## src/rtl/arith_unit_pkg.sv

```systemverilog
// Shared op codes and FSM state type for the registered arithmetic unit.
package arith_unit_pkg;
    localparam logic [2:0] OP_ADD  = 3'b000;
    localparam logic [2:0] OP_SUBB = 3'b001;
    localparam logic [2:0] OP_TFR  = 3'b010;
    localparam logic [2:0] OP_DEC  = 3'b011;
    localparam logic [2:0] OP_MUL  = 3'b100;

    typedef enum logic {IDLE = 1'b0, MUL_RUN = 1'b1} state_t;
endpackage

```

## src/rtl/arith_unit_seq_if.sv

```systemverilog
// Operand/result handshake bundle between the register file, the unit and writeback.
interface arith_unit_seq_if #(parameter int WIDTH = 8);
    logic             in_valid;
    logic             in_ready;
    logic [2:0]       op;
    logic [WIDTH-1:0] a;
    logic [WIDTH-1:0] b;
    logic             c_in;
    logic             out_valid;
    logic             out_ready;
    logic [WIDTH-1:0] d;
    logic [WIDTH-1:0] d_hi;
    logic             c_out;
    logic             z;
    logic             v;
    logic             n;
    logic             err;

    modport master (output in_valid, op, a, b, c_in, out_ready,
                    input  in_ready, out_valid, d, d_hi, c_out, z, v, n, err);
    modport slave  (input  in_valid, op, a, b, c_in, out_ready,
                    output in_ready, out_valid, d, d_hi, c_out, z, v, n, err);
endinterface

```

## src/rtl/arith_core.sv

```systemverilog
// Combinational Y-select plus WIDTH-bit adder; shared by single-cycle ops and the MUL accumulate.
module arith_core #(
    parameter int WIDTH = 8
) (
    input  logic [WIDTH-1:0] a,
    input  logic [WIDTH-1:0] b,
    input  logic [1:0]       op,
    input  logic             c_in,
    output logic [WIDTH-1:0] sum,
    output logic             c_out,
    output logic             v
);
    logic [WIDTH-1:0] y;

    always_comb begin
        case (op)
            2'b00:   y = b;
            2'b01:   y = ~b;
            2'b10:   y = '0;
            default: y = '1;
        endcase
        {c_out, sum} = {1'b0, a} + {1'b0, y} + {{WIDTH{1'b0}}, c_in};
        v = (a[WIDTH-1] == y[WIDTH-1]) & (sum[WIDTH-1] != a[WIDTH-1]);
    end
endmodule

```

## src/rtl/arith_unit_seq.sv

```systemverilog
// Registered add-based ALU with iterative shift-add multiply behind valid/ready.
// Optional unsigned saturation of ADD/SUBB when ARITH_UNIT_SAT_EN is defined.
module arith_unit_seq
    import arith_unit_pkg::*;
#(
    parameter int WIDTH = 8,
    parameter int CNT_W = $clog2(WIDTH + 1)
) (
    input  logic            clk,
    input  logic            rst,
    arith_unit_seq_if.slave bus
);
    state_t             state, state_nxt;
    logic [WIDTH-1:0]   mcand, mplier, acc;
    logic [CNT_W-1:0]   cnt;
    logic               accept, mul_last;
    logic [WIDTH-1:0]   core_a, core_b, core_sum, d_sat;
    logic [1:0]         core_op;
    logic               core_cin, core_c, core_v;
    logic [2*WIDTH-1:0] prod_nxt;

    arith_core #(.WIDTH(WIDTH)) u_core (
        .a(core_a), .b(core_b), .op(core_op), .c_in(core_cin),
        .sum(core_sum), .c_out(core_c), .v(core_v)
    );

    assign accept   = bus.in_valid & bus.in_ready;
    assign mul_last = (cnt == CNT_W'(WIDTH - 1));
    // {acc, mplier} shifted right by one with the accumulate carry entering at the top
    assign prod_nxt = {core_c, core_sum, mplier[WIDTH-1:1]};

    always_ff @(posedge clk) begin
        if (rst) state <= IDLE;
        else     state <= state_nxt;
    end

    always_comb begin
        state_nxt = state;
        case (state)
            IDLE:    if (accept && bus.op == OP_MUL) state_nxt = MUL_RUN;
            MUL_RUN: if (mul_last) state_nxt = IDLE;
            default: state_nxt = IDLE;
        endcase
    end

    always_comb begin
        bus.in_ready = (state == IDLE) & (!bus.out_valid | bus.out_ready);
        core_a   = bus.a;
        core_b   = bus.b;
        core_op  = bus.op[1:0];
        core_cin = bus.c_in;
        if (state == MUL_RUN) begin
            core_a   = acc;
            core_b   = mplier[0] ? mcand : '0;
            core_op  = OP_ADD[1:0];
            core_cin = 1'b0;
        end
    end

    always_comb begin
        d_sat = core_sum;
`ifdef ARITH_UNIT_SAT_EN
        if (bus.op == OP_ADD && core_c)        d_sat = '1;
        else if (bus.op == OP_SUBB && !core_c) d_sat = '0;
`endif
    end

    always_ff @(posedge clk) begin
        if (rst) begin
            bus.out_valid <= 1'b0;
            bus.d     <= '0;
            bus.d_hi  <= '0;
            bus.c_out <= 1'b0;
            bus.z     <= 1'b0;
            bus.v     <= 1'b0;
            bus.n     <= 1'b0;
            bus.err   <= 1'b0;
            mcand     <= '0;
            mplier    <= '0;
            acc       <= '0;
            cnt       <= '0;
        end else if (state == IDLE) begin
            if (accept) begin
                case (bus.op)
                    OP_ADD, OP_SUBB, OP_TFR, OP_DEC: begin
                        bus.d     <= d_sat;
                        bus.d_hi  <= '0;
                        bus.c_out <= core_c;
                        bus.z     <= (core_sum == '0);
                        bus.v     <= core_v;
                        bus.n     <= d_sat[WIDTH-1];
                        bus.err   <= 1'b0;
                        bus.out_valid <= 1'b1;
                    end
                    OP_MUL: begin
                        mcand  <= bus.a;
                        mplier <= bus.b;
                        acc    <= '0;
                        cnt    <= '0;
                        bus.out_valid <= 1'b0;
                    end
                    default: begin
                        bus.d     <= bus.a;
                        bus.d_hi  <= '0;
                        bus.c_out <= 1'b0;
                        bus.z     <= (bus.a == '0);
                        bus.v     <= 1'b0;
                        bus.n     <= bus.a[WIDTH-1];
                        bus.err   <= 1'b1;
                        bus.out_valid <= 1'b1;
                    end
                endcase
            end else if (bus.out_ready) begin
                bus.out_valid <= 1'b0;
            end
        end else begin
            {acc, mplier} <= prod_nxt;
            cnt <= cnt + CNT_W'(1);
            if (mul_last) begin
                bus.d     <= prod_nxt[WIDTH-1:0];
                bus.d_hi  <= prod_nxt[2*WIDTH-1:WIDTH];
                bus.c_out <= 1'b0;
                bus.z     <= (prod_nxt == '0);
                bus.v     <= (prod_nxt[2*WIDTH-1:WIDTH] != '0);
                bus.n     <= prod_nxt[WIDTH-1];
                bus.err   <= 1'b0;
                bus.out_valid <= 1'b1;
            end
        end
    end
endmodule

```

## src/flat_wrapper.sv

```systemverilog
// flat-port wrapper written by rule: the top's interface ports become plain ports
module arith_unit_seq_flat import arith_unit_pkg::*;
#(
    parameter int WIDTH = 8,
    parameter int CNT_W = $clog2(WIDTH + 1)
)
  (clk, rst, bus_in_valid, bus_op, bus_a, bus_b, bus_c_in, bus_out_ready, bus_in_ready, bus_out_valid, bus_d, bus_d_hi, bus_c_out, bus_z, bus_v, bus_n, bus_err);
  arith_unit_seq_if #(.WIDTH(WIDTH)) bus_i ();
  input  logic clk;
  input  logic rst;
  input wire logic [$bits(bus_i.in_valid)-1:0] bus_in_valid;
  input wire logic [$bits(bus_i.op)-1:0] bus_op;
  input wire logic [$bits(bus_i.a)-1:0] bus_a;
  input wire logic [$bits(bus_i.b)-1:0] bus_b;
  input wire logic [$bits(bus_i.c_in)-1:0] bus_c_in;
  input wire logic [$bits(bus_i.out_ready)-1:0] bus_out_ready;
  output wire logic [$bits(bus_i.in_ready)-1:0] bus_in_ready;
  output wire logic [$bits(bus_i.out_valid)-1:0] bus_out_valid;
  output wire logic [$bits(bus_i.d)-1:0] bus_d;
  output wire logic [$bits(bus_i.d_hi)-1:0] bus_d_hi;
  output wire logic [$bits(bus_i.c_out)-1:0] bus_c_out;
  output wire logic [$bits(bus_i.z)-1:0] bus_z;
  output wire logic [$bits(bus_i.v)-1:0] bus_v;
  output wire logic [$bits(bus_i.n)-1:0] bus_n;
  output wire logic [$bits(bus_i.err)-1:0] bus_err;
  assign bus_i.in_valid = bus_in_valid;
  assign bus_i.op = bus_op;
  assign bus_i.a = bus_a;
  assign bus_i.b = bus_b;
  assign bus_i.c_in = bus_c_in;
  assign bus_i.out_ready = bus_out_ready;
  assign bus_in_ready = bus_i.in_ready;
  assign bus_out_valid = bus_i.out_valid;
  assign bus_d = bus_i.d;
  assign bus_d_hi = bus_i.d_hi;
  assign bus_c_out = bus_i.c_out;
  assign bus_z = bus_i.z;
  assign bus_v = bus_i.v;
  assign bus_n = bus_i.n;
  assign bus_err = bus_i.err;
  arith_unit_seq #(.WIDTH(WIDTH), .CNT_W(CNT_W)) u_core (.clk(clk), .rst(rst), .bus(bus_i));
endmodule
```

## config.mk

```make
export PLATFORM = sky130hd
export DESIGN_NAME = arith_unit_seq_flat
export DESIGN_NICKNAME = d
export VERILOG_FILES = /design/src/rtl/arith_unit_pkg.sv /design/src/rtl/arith_unit_seq_if.sv /design/src/rtl/arith_core.sv /design/src/rtl/arith_unit_seq.sv /design/src/flat_wrapper.sv
export SDC_FILE = /design/constraint.sdc
export NUM_CORES = 1
export LEC_CHECK = 0
export ABC_AREA = 1
export CAP_MARGIN = 10
export CORE_MARGIN = 1.5
export CORE_UTILIZATION = 45
export CTS_CLUSTER_DIAMETER = 50
export DETAILED_ROUTE_END_ITERATION = 16
export PLACE_DENSITY = 0.71
export SYNTH_ARGS = -nofsm -noshare
export SYNTH_HDL_FRONTEND = slang
export SYNTH_HIERARCHICAL = 1
export SYNTH_SLANG_ARGS = --single-unit
```

## constraint.sdc

```tcl
create_clock -name clk -period 4.3 [get_ports clk]
set_input_delay 1.075 -clock clk [delete_from_list [all_inputs] [get_ports clk]]
set_output_delay 1.075 -clock clk [all_outputs]
set_load 0.01 [all_outputs]
```

==> results.sh <==
export IMPL_grt_pass1_wl_mm=13.2
export IMPL_final_max_slew_viol_count=0
export IMPL_criticalPathCategory="primary input to flip-flop"
export IMPL_hold_class="flip-flop to flip-flop"
export IMPL_synthAdderAreaFrac=0.0457
export IMPL_overflow=0
export IMPL_die_area_um2=7320
export IMPL_vias_per_cell=5.26
export IMPL_cts_clk_slew_worst_paths_ns=0.09
export IMPL_use_met3=0.0375
export IMPL_postCtsHoldBufs=0
export IMPL_synth_cell_types=35
export IMPL_synth_top_family_by_area="simple AND/OR/NAND/NOR gates"
export IMPL_grt_start_max_net_pins=30
export IMPL_initial_core_util=0.475
export IMPL_cts_tree="yes"
export IMPL_period_needed_ns=3.89
export IMPL_htree_levels=2
export IMPL_root_buffer="clkbuf_8"
export IMPL_synth_compound_area_share=0.171
export IMPL_cp_required_ns=4.50
export IMPL_die_x_um=85.5
export IMPL_ir_worst_vdd_v=0.000145
export IMPL_synth_area_leader_cell="dfxtp_1"
export IMPL_utilization=0.560
export IMPL_ff2ff_setup_slack_ns=1.05
export IMPL_syn_area_per_cell_um2=6.62
export IMPL_syn_num_nets=497
export IMPL_worst_r2r_endpoint="u_core/bus.v"
export IMPL_synth_xor_area_frac=0.0233
export IMPL_diodes=0
export IMPL_cts_resized_gates=0
export IMPL_worstPathMaxFanout=4
export IMPL_p_leak_nw=1.60
export IMPL_hold_path_depth=2
export IMPL_outcome="finished, violations left"
export IMPL_post_cts_buffers=0
export IMPL_yosys_register_bits=50
export IMPL_synthMuxAreaShare=0
export IMPL_cts_sinks=50
export IMPL_fin_nets=535
export IMPL_numPortBuffers=46
export IMPL_violations="DRC"
export IMPL_ys_seq_area_frac=0.327
export IMPL_antenna_found_initial=0
export IMPL_drive_gt1_frac=0.0777
export IMPL_yosys_warnings=6
export IMPL_finClkSkew_ns=0.0100
export IMPL_use_met2=0.382
export IMPL_fin_crit_sh=0.905
export IMPL_relSlewSlack=0.532
export IMPL_drtPass1Iterations=10
export IMPL_cts_buffer_depth=2
export IMPL_ioPinCount=47
export IMPL_drc=2
export IMPL_setup_tns_ns=0
export IMPL_rr_startpoint="u_core/state"
export IMPL_syn_inst=463
export IMPL_finalSetupViolations=0
export IMPL_rsz0062_at_grt="no"
export IMPL_first_iter_violations=283
export IMPL_syn_area_um2=3070
export IMPL_grt_pass1_vias=2859
export IMPL_clk_insertion_delay_late_ns=0.31
export IMPL_coreArea_um2=6460
export IMPL_rr_worst_depth=14
export IMPL_final_antenna_net_count=0
export IMPL_hpwl_mm=6.06
export IMPL_routed_wl_mm=8.01
export IMPL_crit_path_end_kind="flip-flop"
export IMPL_syn_to_final_growth_pct=18.0
export IMPL_wl_per_cell_um=13.8
export IMPL_p_per_area_nw_per_um2=341
export IMPL_synth_area_leaders="dfxtp_1 33%, nand2_1 19%, a21oi_1 7.2%"
export IMPL_cap_violations=0
export IMPL_critical_path_arrival_ns=4.09
export IMPL_grt_busiest_layer="met2"
export IMPL_min_delay_start="u_core/acc[0]"
export IMPL_place_congestion=0.911
export IMPL_dr_total_vias=3043
export IMPL_fp_dieH_um=85.5
export IMPL_cts_made_buffers=5
export IMPL_hold_path_end="u_core/acc[0]"
export IMPL_grt_total_usage=0.229
export IMPL_grtUsageMet1=0.293
export IMPL_hold_viol=0
export IMPL_num_rows=29
export IMPL_synth_top_area_frac=0.327
export IMPL_synthSimpleGateAreaFrac=0.318
export IMPL_worst_pin_slew_ns=0.701
export IMPL_startpoint_type="primary input"
export IMPL_clock_fmax_mhz=257
critical path: stages:
cell	delay (ns)
clkdlybuf4s50_1	0.47
inv_1	0.07
nor2_1	0.28
xor2_4	0.12
nand2_1	0.06
o21ai_0	0.10
fa_1	0.42
fa_1	0.43
o21ai_2	0.22
nand2_1	0.10
nand3_1	0.08
nand2_1	0.11
nor2_1	0.12
nand4_1	0.12
a21boi_0	0.24
a21oi_2	0.08
how the worst max path moves through the flow:
stage | endpoint | slack (ns) | start
final | u_core/bus.v | 0.41 | bus_op[1]
after global routing | u_core/bus.z | 0.17 | bus_op[1]
after CTS | u_core/bus.v | 0.44 | bus_op[1]
after detailed placement | u_core/bus.v | 0.11 | bus_op[1]
after global placement | u_core/bus.v | 0.20 | bus_op[1]
after floorplan | u_core/bus.v | 0.77 | bus_op[1]
cells in the final DEF, fill, tap and decap left out, types with 2 or more instances in the layout:
cell,count
clkdlybuf4s50_1,46
nand3_1,21
nand2_1,155
nand2_2,2
nor3_1,3
ha_1,8
inv_2,3
o21ai_1,6
inv_1,48
xor2_1,4
a21oi_1,44
nand4_1,3
o211ai_1,6
dfxtp_1,50
fa_1,2
buf_4,6
o21ai_0,16
nor2_2,2
nor2_1,46
a21oi_2,10
clkbuf_8,5
routing by layer:
| layer | part of all wire | up-vias |
|---|---|---|
| met2 | 0.47 | 102 |
| met4 | 0.017 | 0 |
| li1 | - | 1531 |
| met1 | 0.45 | 1402 |
| met5 | 0 | - |
| met3 | 0.057 | 8 |
report_power, final:
part	leakage (nW)	switching (mW)	internal, mW	total (mW)
registers	0.408	0.0169	0.492	0.509
clock network	0.0514	0.160	0.174	0.333
logic	1.14	0.232	0.158	0.390
total	1.60	0.409	0.824	1.23
kinds of logic after synthesis:
kind of cell | count (synthesis)
compound gates | 88
simple gates | 236
fa+ha+maj | 10
buf+inv | 73
xor+xnor | 6
flops | 50
area by class of cell:
cell class	count	area [µm²]
clock buffer	6	72.6
clock inverter	2	37.5
fill	666	2840
inverter	52	198
multi-input combinational	340	1710
sequential	50	1000
tap	77	96.3
timing repair buffer	52	505
flip-flops by register name (all words and copies together) (netlist names):
signal,flops
u_core/state,1
u_core/bus.c_out,1
u_core/bus.z,1
u_core/bus.err,1
u_core/bus.v,1
u_core/bus.out_valid,1
u_core/acc,8
u_core/cnt,4
u_core/mcand,8
u_core/bus.d,8
u_core/bus.d_hi,8
u_core/mplier,8
Yosys cell counts:
| master | number |
|---|---|
| ha_1 | 8 |
| nor2_2 | 2 |
| nand4_1 | 3 |
| buf_6 | 8 |
| a21o_1 | 1 |
| o21ai_1 | 6 |
| o21a_2 | 1 |
| buf_2 | 4 |
| nand3_1 | 21 |
| nand3_4 | 1 |
| xor2_4 | 1 |
| a21oi_2 | 10 |
| a31o_2 | 1 |
| inv_4 | 1 |
| nand2_4 | 1 |
| inv_2 | 3 |
| a21oi_1 | 44 |
| inv_1 | 48 |
| clkbuf_1 | 5 |
| o211ai_1 | 6 |
| buf_4 | 4 |
| and2_1 | 1 |
| nor2_1 | 46 |
| nand3b_4 | 1 |
| o21bai_4 | 1 |
| o21ai_2 | 1 |
| a21boi_0 | 1 |
| xor2_1 | 4 |
| fa_1 | 2 |
| nor3_1 | 3 |
| dfxtp_1 | 50 |
| nand2_2 | 2 |
| nand2_1 | 155 |
| o21ai_0 | 16 |
| xnor2_1 | 1 |
stage by stage:
stage / hold WS [ns] / setup WS (ns) / instance area, µm² / power [mW] / instances
detailed placement: 0.455 / 0.110 / 3510 / 0.904 / 571
floorplan: 0.439 / 0.769 / 3070 / 0.786 / 463
CTS: 0.468 / 0.436 / 3620 / 1.24 / 579
global route: 0.494 / 0.169 / 3620 / 1.31 / 579
global placement: 0.451 / 0.202 / 3510 / 0.897 / 571
finish: 0.467 / 0.410 / 3620 / 1.23 / 579
(Power assumes the default switching activity.)
